**src/rtl/frame_pixel_fetch_if.sv**
```systemverilog
// Display-side frame-buffer fetch bus.
// Groups the VGA scan position/blanking, the frame-buffer read port and the RGB outputs.
//   DrawX, DrawY  : scan column/row from the VGA controller
//   blank         : active-low blanking (0 = blanked)
//   read_address  : frame-buffer read address (buffer has a 1-cycle registered read)
//   fb_data       : colour index returned by the buffer one clock after read_address
//   VGA_R/G/B     : 8-bit colour channels towards the DAC
// master: the environment (VGA controller + buffer + DAC); slave: the fetch block.
interface frame_pixel_fetch_if;
  logic [9:0]  DrawX;
  logic [9:0]  DrawY;
  logic        blank;
  logic [17:0] read_address;
  logic [2:0]  fb_data;
  logic [7:0]  VGA_R;
  logic [7:0]  VGA_G;
  logic [7:0]  VGA_B;

  modport master (
    output DrawX, DrawY, blank, fb_data,
    input  read_address, VGA_R, VGA_G, VGA_B
  );

  modport slave (
    input  DrawX, DrawY, blank, fb_data,
    output read_address, VGA_R, VGA_G, VGA_B
  );
endinterface

```
**src/rtl/frame_pixel_fetch.sv**
```systemverilog
// Frame-buffer pixel fetch for a FbW x FbH, 3-bit-per-pixel frame buffer.
// Turns the scan position into buffer read addresses by accumulating a per-row base
// (no multiplier), realigns the returned colour index with the scan and maps it
// through a fixed 8-entry palette. One pixel per clock, 3-clock input-to-RGB latency.
// Ports:
//   clk_i : pixel clock, rising edge
//   rst_i : asynchronous active-high reset
//   bus   : fetch bus (slave side), see frame_pixel_fetch_if
module frame_pixel_fetch #(
  parameter int unsigned FbW       = 450,
  parameter int unsigned FbH       = 450,
  parameter int unsigned X0        = 95,
  parameter int unsigned Y0        = 15,
  parameter logic [23:0] BorderRgb = 24'h202020
) (
  input logic                 clk_i,
  input logic                 rst_i,
  frame_pixel_fetch_if.slave  bus
);

  localparam logic [9:0]  XLo  = 10'(X0);
  localparam logic [9:0]  XHi  = 10'(X0 + FbW);
  localparam logic [9:0]  YLo  = 10'(Y0);
  localparam logic [9:0]  YHi  = 10'(Y0 + FbH);
  localparam logic [17:0] RowW = 18'(FbW);

  logic [17:0] row_base_q, row_base_d;
  logic [9:0]  y_prev_q;
  logic        synced_q;
  logic [17:0] read_address_q;
  logic        s0_win_q, s0_vis_q, s1_win_q, s1_vis_q;
  logic [23:0] rgb_q, rgb_d;

  logic        col_in, row_in, at_top, win_now;
  logic [9:0]  x_off;
  logic [17:0] addr_d;

  assign col_in = (bus.DrawX >= XLo) && (bus.DrawX < XHi);
  assign row_in = (bus.DrawY >= YLo) && (bus.DrawY < YHi);
  assign at_top = (bus.DrawY == YLo);
  // The top row counts as synced on the cycle it is first seen.
  assign win_now = col_in && row_in && (synced_q || at_top);
  assign x_off   = bus.DrawX - XLo;
  assign addr_d  = row_base_d + {8'd0, x_off};

  // Row base advances by one row width on the first sample of each new window row;
  // the top row restarts it at 0, which also recovers from any out-of-order rows.
  always_comb begin
    row_base_d = row_base_q;
    if (at_top) begin
      row_base_d = '0;
    end else if ((bus.DrawY != y_prev_q) && row_in) begin
      row_base_d = row_base_q + RowW;
    end
  end

  always_comb begin
    rgb_d = BorderRgb;
    if (!s1_vis_q) begin
      rgb_d = '0;
    end else if (s1_win_q) begin
      case (bus.fb_data)
        3'd0:    rgb_d = 24'h000000;
        3'd1:    rgb_d = 24'hFF0000;
        3'd2:    rgb_d = 24'h00FF00;
        3'd3:    rgb_d = 24'h0000FF;
        3'd4:    rgb_d = 24'hFFFF00;
        3'd5:    rgb_d = 24'h00FFFF;
        3'd6:    rgb_d = 24'hFF00FF;
        default: rgb_d = 24'hFFFFFF;
      endcase
    end
  end

  always_ff @(posedge clk_i or posedge rst_i) begin
    if (rst_i) begin
      row_base_q     <= '0;
      y_prev_q       <= '0;
      synced_q       <= 1'b0;
      read_address_q <= '0;
      s0_win_q       <= 1'b0;
      s0_vis_q       <= 1'b0;
      s1_win_q       <= 1'b0;
      s1_vis_q       <= 1'b0;
      rgb_q          <= '0;
    end else begin
      y_prev_q   <= bus.DrawY;
      row_base_q <= row_base_d;
      if (at_top) begin
        synced_q <= 1'b1;
      end
      // Hold the address outside the window so the buffer sees no needless toggles.
      if (win_now) begin
        read_address_q <= addr_d;
      end
      s0_win_q <= win_now;
      s0_vis_q <= bus.blank;
      s1_win_q <= s0_win_q;
      s1_vis_q <= s0_vis_q;
      rgb_q    <= rgb_d;
    end
  end

  assign bus.read_address = read_address_q;
  assign bus.VGA_R        = rgb_q[23:16];
  assign bus.VGA_G        = rgb_q[15:8];
  assign bus.VGA_B        = rgb_q[7:0];

endmodule

```
**src/flat_wrapper.sv**
```systemverilog
// flat-port wrapper written by rule: the top's interface ports become plain ports
module frame_pixel_fetch_flat 
#(
  parameter int unsigned FbW       = 450,
  parameter int unsigned FbH       = 450,
  parameter int unsigned X0        = 95,
  parameter int unsigned Y0        = 15,
  parameter logic [23:0] BorderRgb = 24'h202020
)
  (clk_i, rst_i, bus_DrawX, bus_DrawY, bus_blank, bus_fb_data, bus_read_address, bus_VGA_R, bus_VGA_G, bus_VGA_B);
  frame_pixel_fetch_if bus_i ();
  input logic clk_i;
  input logic rst_i;
  input wire logic [$bits(bus_i.DrawX)-1:0] bus_DrawX;
  input wire logic [$bits(bus_i.DrawY)-1:0] bus_DrawY;
  input wire logic [$bits(bus_i.blank)-1:0] bus_blank;
  input wire logic [$bits(bus_i.fb_data)-1:0] bus_fb_data;
  output wire logic [$bits(bus_i.read_address)-1:0] bus_read_address;
  output wire logic [$bits(bus_i.VGA_R)-1:0] bus_VGA_R;
  output wire logic [$bits(bus_i.VGA_G)-1:0] bus_VGA_G;
  output wire logic [$bits(bus_i.VGA_B)-1:0] bus_VGA_B;
  assign bus_i.DrawX = bus_DrawX;
  assign bus_i.DrawY = bus_DrawY;
  assign bus_i.blank = bus_blank;
  assign bus_i.fb_data = bus_fb_data;
  assign bus_read_address = bus_i.read_address;
  assign bus_VGA_R = bus_i.VGA_R;
  assign bus_VGA_G = bus_i.VGA_G;
  assign bus_VGA_B = bus_i.VGA_B;
  frame_pixel_fetch #(.FbW(FbW), .FbH(FbH), .X0(X0), .Y0(Y0), .BorderRgb(BorderRgb)) u_core (.clk_i(clk_i), .rst_i(rst_i), .bus(bus_i));
endmodule
```
**config.mk**
```make
export PLATFORM = sky130hd
export DESIGN_NAME = frame_pixel_fetch_flat
export DESIGN_NICKNAME = d
export VERILOG_FILES = /design/src/rtl/frame_pixel_fetch_if.sv /design/src/rtl/frame_pixel_fetch.sv /design/src/flat_wrapper.sv
export SDC_FILE = /design/constraint.sdc
export NUM_CORES = 1
export LEC_CHECK = 0
export BUFFER_PORTS_ARGS = -buffer_cell sky130_fd_sc_hd__buf_2
export CORE_MARGIN = 3
export CORE_UTILIZATION = 40
export CTS_BUF_LIST = sky130_fd_sc_hd__clkbuf_8
export CTS_CLUSTER_SIZE = 25
export DETAILED_ROUTE_END_ITERATION = 10
export GPL_TIMING_DRIVEN = 0
export HOLD_SLACK_MARGIN = 0.05
export PLACE_DENSITY = 0.72
export SETUP_SLACK_MARGIN = 0.2
export SKIP_CTS_REPAIR_TIMING = 1
export SLEW_MARGIN = 0
export SYNTH_ARGS = -nofsm -noshare
export SYNTH_HDL_FRONTEND = slang
export SYNTH_SLANG_ARGS = --single-unit
```
**constraint.sdc**
```tcl
create_clock -name clk_i -period 4.8 [get_ports clk_i]
set_clock_uncertainty 0.2 [all_clocks]
set_input_delay 0.48 -clock clk_i [delete_from_list [all_inputs] [get_ports clk_i]]
set_output_delay 0.48 -clock clk_i [all_outputs]
set_load 0.05 [all_outputs]
```
Word level (Yosys, flattened, before mapping)

Index checks and enable logic that the tools add are counted.

Add/subtract/negate cells: 3
$mul: 0
Div/mod/pow operators: 0
Magnitude comparators: 4
Equality and inequality tests: 8
Shift operators: 0
Muxes and demuxes: 5
Bitwise operators: 0
Reduce and logical (&&, ||, !) cells: 7

Operators with widths:

| cell                                                               | count |
|---|---|
| one-hot mux 24 bit (7 select lines)                                | 1 |
| 2-to-1 mux 24 bit                                                  | 2 |
| 2-to-1 mux 18 bit                                                  | 2 |
| adder 18 x 10 -> 18 bit                                            | 1 |
| adder 18 x 9 -> 18 bit, second input constant                      | 1 |
| equality test 10 x 4 -> 1 bit, second input constant               | 1 |
| greater-or-equal comparator 10 x 4 -> 1 bit, second input constant | 1 |
| greater-or-equal comparator 10 x 7 -> 1 bit, second input constant | 1 |
| less-than comparator 10 bit, second input constant                 | 1 |
| less-than comparator 10 x 9 -> 1 bit, second input constant        | 1 |
| inequality test 10 bit                                             | 1 |
| subtractor 10 x 7 -> 10 bit, second input constant                 | 1 |
| equality test 3 bit, second input constant                         | 3 |
| equality test 3 x 2 -> 1 bit, second input constant                | 2 |
| logical AND 1 bit                                                  | 5 |
| equality test 3 x 1 -> 1 bit, second input constant                | 1 |
| logical NOT 3 bit                                                  | 1 |
| logical OR 1 bit                                                   | 1 |

Register bits: 75
Latch bits: 0
Memory bits (writable): 0
ROM bits: 0
Input port bits: 26
Output and inout port bits: 42
Word-level logic and storage cells: 36
Memories kept: 0

Longest topological paths before layout

Depth in word-level cells: 6
Gate-level depth with buffers: 17
Gate-level depth less buffers: 16

Worst setup path after synthesis

No wires, ideal clock.

Path kind: input-to-reg
Start: in bus_DrawY[4]
End: reg u_core.read_address_q[17], in the netlist u_core.bus.read_address[17]
Library setup time: 126 ps
Arrival: 3684 ps
Setup slack: 790 ps
Stages: 17
Buffers on the path: 1
Cells stage by stage: xnor2_1 -> nand4_1 -> nor4_4 -> buf_2 -> nor2_1 -> xnor2_1 -> or2_2 -> inv_1 -> ha_1 -> a21oi_1 -> o21ai_0 -> o31ai_1 -> o31ai_1 -> o22ai_4 -> nor2_2 -> and3_1 -> a221o_1

Longest elaborated chain between the ends: 6
Elaborated cells between the ends (all ways): 12
Those cells by class: add/sub: 1; order compare: 2; eq/ne: 2; mux: 2; reduce/logical: 5

Ends and longest elaborated chain:

| item                                                                                                       | RTL line                | source |
|---|---|---|
| start: declaration                                                                                         | flat_wrapper.sv:15      | `input wire logic [$bits(bus_i.DrawY)-1:0] bus_DrawY;` |
| greater-or-equal comparator 10 x 4 -> 1 bit / less-than comparator 10 x 9 -> 1 bit (equally long branches) | frame_pixel_fetch.sv:39 | `assign row_in = (bus.DrawY >= YLo) && (bus.DrawY < YHi);` |
| logical AND 1 bit                                                                                          | frame_pixel_fetch.sv:39 |  |
| logical AND 1 bit                                                                                          | frame_pixel_fetch.sv:52 | `end else if ((bus.DrawY != y_prev_q) && row_in) begin` |
| 2-to-1 mux 18 bit                                                                                          | frame_pixel_fetch.sv:52 |  |
| 2-to-1 mux 18 bit *                                                                                        | frame_pixel_fetch.sv:50 | `if (at_top) begin` |
| named net u_core.row_base_d[1]                                                                             | frame_pixel_fetch.sv:27 | `logic [17:0] row_base_q, row_base_d;` |
| adder 18 x 10 -> 18 bit *                                                                                  | frame_pixel_fetch.sv:44 | `assign addr_d = row_base_d + {8'd0, x_off};` |
| end signal: assignment                                                                                     | frame_pixel_fetch.sv:94 | `read_address_q <= addr_d;` |
| end: declaration                                                                                           | frame_pixel_fetch.sv:30 | `logic [17:0] read_address_q;` |

Mark *: on every way through the listed nets, which the timed path passes. The rest lies on a longest branch.
A chain may end at the register's enable or synchronous reset.

Worst setup path in the final report

Start: reg u_core.y_prev_q[3]
End: reg u_core.read_address_q[14], in the netlist u_core.bus.read_address[14]

Longest elaborated chain between the ends: 5

Ends and longest elaborated chain:

| item                           | RTL line                | source |
|---|---|---|
| start: declaration             | frame_pixel_fetch.sv:28 | `logic [9:0] y_prev_q;` |
| start signal: assignment       | frame_pixel_fetch.sv:87 | `y_prev_q <= bus.DrawY;` |
| inequality test 10 bit         | frame_pixel_fetch.sv:52 |  |
| logical AND 1 bit              | frame_pixel_fetch.sv:52 |  |
| 2-to-1 mux 18 bit              | frame_pixel_fetch.sv:52 |  |
| 2-to-1 mux 18 bit              | frame_pixel_fetch.sv:50 |  |
| named net u_core.row_base_d[2] | frame_pixel_fetch.sv:27 |  |
| adder 18 x 10 -> 18 bit        | frame_pixel_fetch.sv:44 |  |

The timed path passes the listed nets, and every way through them passes these cells.

==> impl_metrics.py <==
metrics = {
    "outcome": {
        "status": "completed",
    },
    "worst_setup_path": {
        "worstSetupStartpointType": "register",
        "crit_fanout": 10,
        "cp.required_ps": 4870,
        "critical_path.endpoint_type": "register",
        "reg2reg_depth": 16,
        "worstPathArrival_ps": 4370,
        "crit_path_cell_trace": "xnor2_1 -> nand4_1 -> nor4_4 -> buf_2 -> nor2_1 -> nand2_1 -> a21oi_1 -> ha_1 -> nor2b_1 -> o21a_1 -> o21ai_1 -> a21oi_1 -> o41ai_1 -> and4bb_4 -> a211o_1 -> nand3_1",
        "slowest_stage": "o41ai_1",
        "cp_slowest_stage_delay_ps": 600,
        "crit_type": "register to register",
        "cpMostUsedCell": "a21oi_1",
    },
    "synthesis": {
        "synth_warnings": 0,
        "synth_fa_ha_area_share_pct": 5.278,
        "synthSimpleGateAreaFrac_pct": 23.61,
        "synth_cell_types": 67,
        "synth_xor_area_share_pct": 9.364,
        "synth.top_cell.area_share_pct": 41.21,
        "synth_edf_count": 0,
        "synth_top_family_by_area": "simple AND/OR/NAND/NOR gates",
        "synth_compound_area_share_pct": 13.77,
        "synthArstFlopShare_pct": 100.0,
        "yosysTopAreaCell": "dfrtp_1",
        "synth_seq_area_share_pct": 41.21,
        "ys_top_cells_by_area": "dfrtp_1 41%, xnor2_1 6.3%, ha_1 4.7%",
        "synthMuxAreaShare_pct": 0.6146,
        "syn_inst": 349,
        "syn_nets": 389,
        "synthFlopType": "dfrtp_1",
        "syn-cell-area_mm2": 0.003461,
        "avgSynthCellArea_um2": 9.916,
        "synth_seq_cells": 57,
    },
    "power": {
        "p_leak_nw": 1.988,
        "power_per_cell_area_mw_per_mm2": 515.4,
        "ir_worst_vdd_mv": 0.2892,
    },
    "clocking": {
        "clockBufferDepth": 2,
        "cts-root-buf": "clkbuf_8",
        "cts_max_level": 3,
        "cts_tree": "built",
        "clkSinkCount": 57,
        "cts_buffers": 9,
        "clk_latency_ps": 330,
        "clk_pin_slew_ps": 70,
    },
    "floorplanning": {
        "pin_count": 68,
        "rows": 33,
        "core-area_mm2": 0.008299,
        "start_util_pct": 41.70,
        "die_area_mm2": 0.009804,
        "fp.dieW_um": 99.02,
        "dieHeight_um": 99.02,
    },
    "placed_design": {
        "place_ws_ps": -144.9,
        "dp_hpwl_um": 5895,
        "dpl_cell_area_mm2": 0.003948,
        "io_buffers": 67,
        "globalplace.congestion": 0.8182,
    },
    "sta": {
        "max_slew_margin_pct": 52.21,
        "setup_viol": 0,
        "period_minus_slack_ps": 4307,
        "timing.final.ws_setup_ps": 493.4,
        "max_freq_mhz": 232.2,
        "fin_crit_sh_pct": 89.72,
        "worst_pin_slew_ps": 707.6,
        "hold_viol": 0,
        "rsz0062_at_grt": "false",
        "maxSlewViolCount": 0,
    },
    "route": {
        "drt-total-wl_um": 7669,
        "drc": 0,
        "post_drt_wl_per_cell_um": 14.12,
        "via_count": 2801,
        "ant_nets": 0,
        "dr.pass1.iters": 4,
        "vias_per_cell": 5.158,
        "drt_iter0_drc": 104,
    },
    "worst_hold_path": {
        "whs_path_depth": 1,
        "hp-class": "input port to register",
    },
    "grt": {
        "gr-usage-all-layers_pct": 16.38,
        "grt_antenna_before_repair": 0,
        "grt_pass1_vias": 2724,
        "overflow": 0,
        "grt_pass1_wl_um": 12910,
        "grt_max_degree": 44,
    },
    "run": {
        "max_cap_viol_count": 0,
    },
    "final_layout": {
        "fin_nets": 473,
        "final_cell_area_mm2": 0.004189,
        "area_growth_pct": 21.04,
        "drive_gt1_share_pct": 30.59,
        "fillers": 803,
        "antenna_cells": 0,
    },
}
==> synth_stat cells, types with 2 or more instances <==
cell type	instances
dfrtp_1	57
nand2_1	40
nor2_1	26
xnor2_1	25
o21ai_0	19
buf_4	18
ha_1	13
xor2_1	12
a21oi_1	11
nand4_1	11
inv_1	10
nor3_1	10
nand3_1	9
nand2b_1	6
nor2b_1	5
a21oi_2	4
clkbuf_1	4
o31ai_1	4
or3_1	4
nor4b_4	3
o21ai_1	3
a21o_1	2
a31oi_1	2
buf_2	2
nand3b_1	2
nor3b_1	2
nor4_4	2
o21a_1	2
o41ai_1	2
or2_2	2
==> sequential cells by signal, summed over array words and instances, names as in the netlist <==
name and count:
u_core.s1_win_q 1, u_core.s0_win_q 1, u_core.rgb_q 6, u_core.s1_vis_q 1
u_core.s0_vis_q 1, u_core.y_prev_q 10, u_core.synced_q 1, u_core.bus.read_address 18
u_core.row_base_q 18
==> critical path, delay by kind of cell (launching register included) <==
kind                       cells  cell delay (ps)
DFF                            1              370
xor gates and xnor gates       1              170
and+or+nand+nor                7             1260
adders and majority gates      1              380
AOI/OAI and AO/OA              6             1560
buffers and inverters          1              300
==> routing by layer <==
metal	wire length, um	GRT usage, %	share of wire, %	up-vias
met5	0	0	0	-
met4	133	6.197	1.7	0
met3	459	3.326	6.0	14
met2	3640	27.12	47	73
met1	3435	21.11	45	1318
li1	-	-	-	1396
==> path summary, 6_finish.rpt <==
kind / from / end / slack (ps)
worst max-delay path: u_core.y_prev_q[3] / u_core.bus.read_address[14] / 490
worst min-delay path: bus_DrawY[1] / u_core.y_prev_q[1] / 110
worst max register to register: u_core.y_prev_q[3] / u_core.bus.read_address[14] / 490
worst min register to register: u_core.s0_vis_q / u_core.s1_vis_q / 150
max in group asynchronous: rst_i / u_core.bus.read_address[12] / 3430
min in group asynchronous: rst_i / u_core.y_prev_q[1] / 450
==> stage by stage <==
step	hold WS, ps	util (%)	total power, mW	setup TNS [ps]	cells
global route	95.77	50.47	2.324	0	543
CTS	-99.86	49.84	2.159	0	538
finish	113.1	50.47	2.159	0	543
detailed placement	141.1	47.57	1.713	-144.9	522
global placement	135.5	47.32	1.681	0	521
floorplan	131.2	-	1.479	0	349
==> kinds of logic (layout without fill, tap and decap cells) <==
| family | count (synthesis) | count (layout) |
|---|---|---|
| simple gates | 137 | 137 |
| compound gates | 66 | 66 |
| flops | 57 | 57 |
| xor+xnor | 37 | 37 |
| buf+inv | 36 | 125 |
| fa+ha+maj | 14 | 14 |
| mux | 2 | 2 |
==> placed cells by master, fill, tap and decap left out, drive strengths merged, types with 3 or more instances in the layout <==
| cell type | instances |
|---|---|
| a21oi | 15 |
| buf | 92 |
| clkbuf | 14 |
| dfrtp | 57 |
| ha | 13 |
| inv | 14 |
| nand2 | 40 |
| nand2b | 6 |
| nand3 | 10 |
| nand3b | 3 |
| nand4 | 12 |
| nor2 | 28 |
| nor2b | 5 |
| nor3 | 10 |
| nor3b | 3 |
| nor4 | 3 |
| nor4b | 3 |
| o21ai | 22 |
| o31ai | 5 |
| or2 | 3 |
| or3 | 4 |
| xnor2 | 25 |
| xor2 | 12 |
==> cell type report <==
type | instances | area [um2] | share of cell area [%]
clock buffers | 10 | 137.6 | 3.286
clock inverters | 6 | 51.30 | 1.225
well taps | 105 | 131.4 | 3.136
repair buffers | 73 | 397.9 | 9.498
plain buffers | 25 | 171.4 | 4.092
inverters | 11 | 41.29 | 0.9857
flip-flops and latches | 57 | 1426 | 34.05
multi-input cells | 256 | 1832 | 43.73
==> report_power, final <==
group	total (mW)	leakage [nW]	switching, mW	internal (mW)
clock network	0.433	0.110	0.187	0.246
logic	1.03	1.15	0.642	0.388
registers	0.696	0.725	0.102	0.594
total	2.16	1.99	0.931	1.23
No activity file was read; power rests on OpenSTA's default activity.
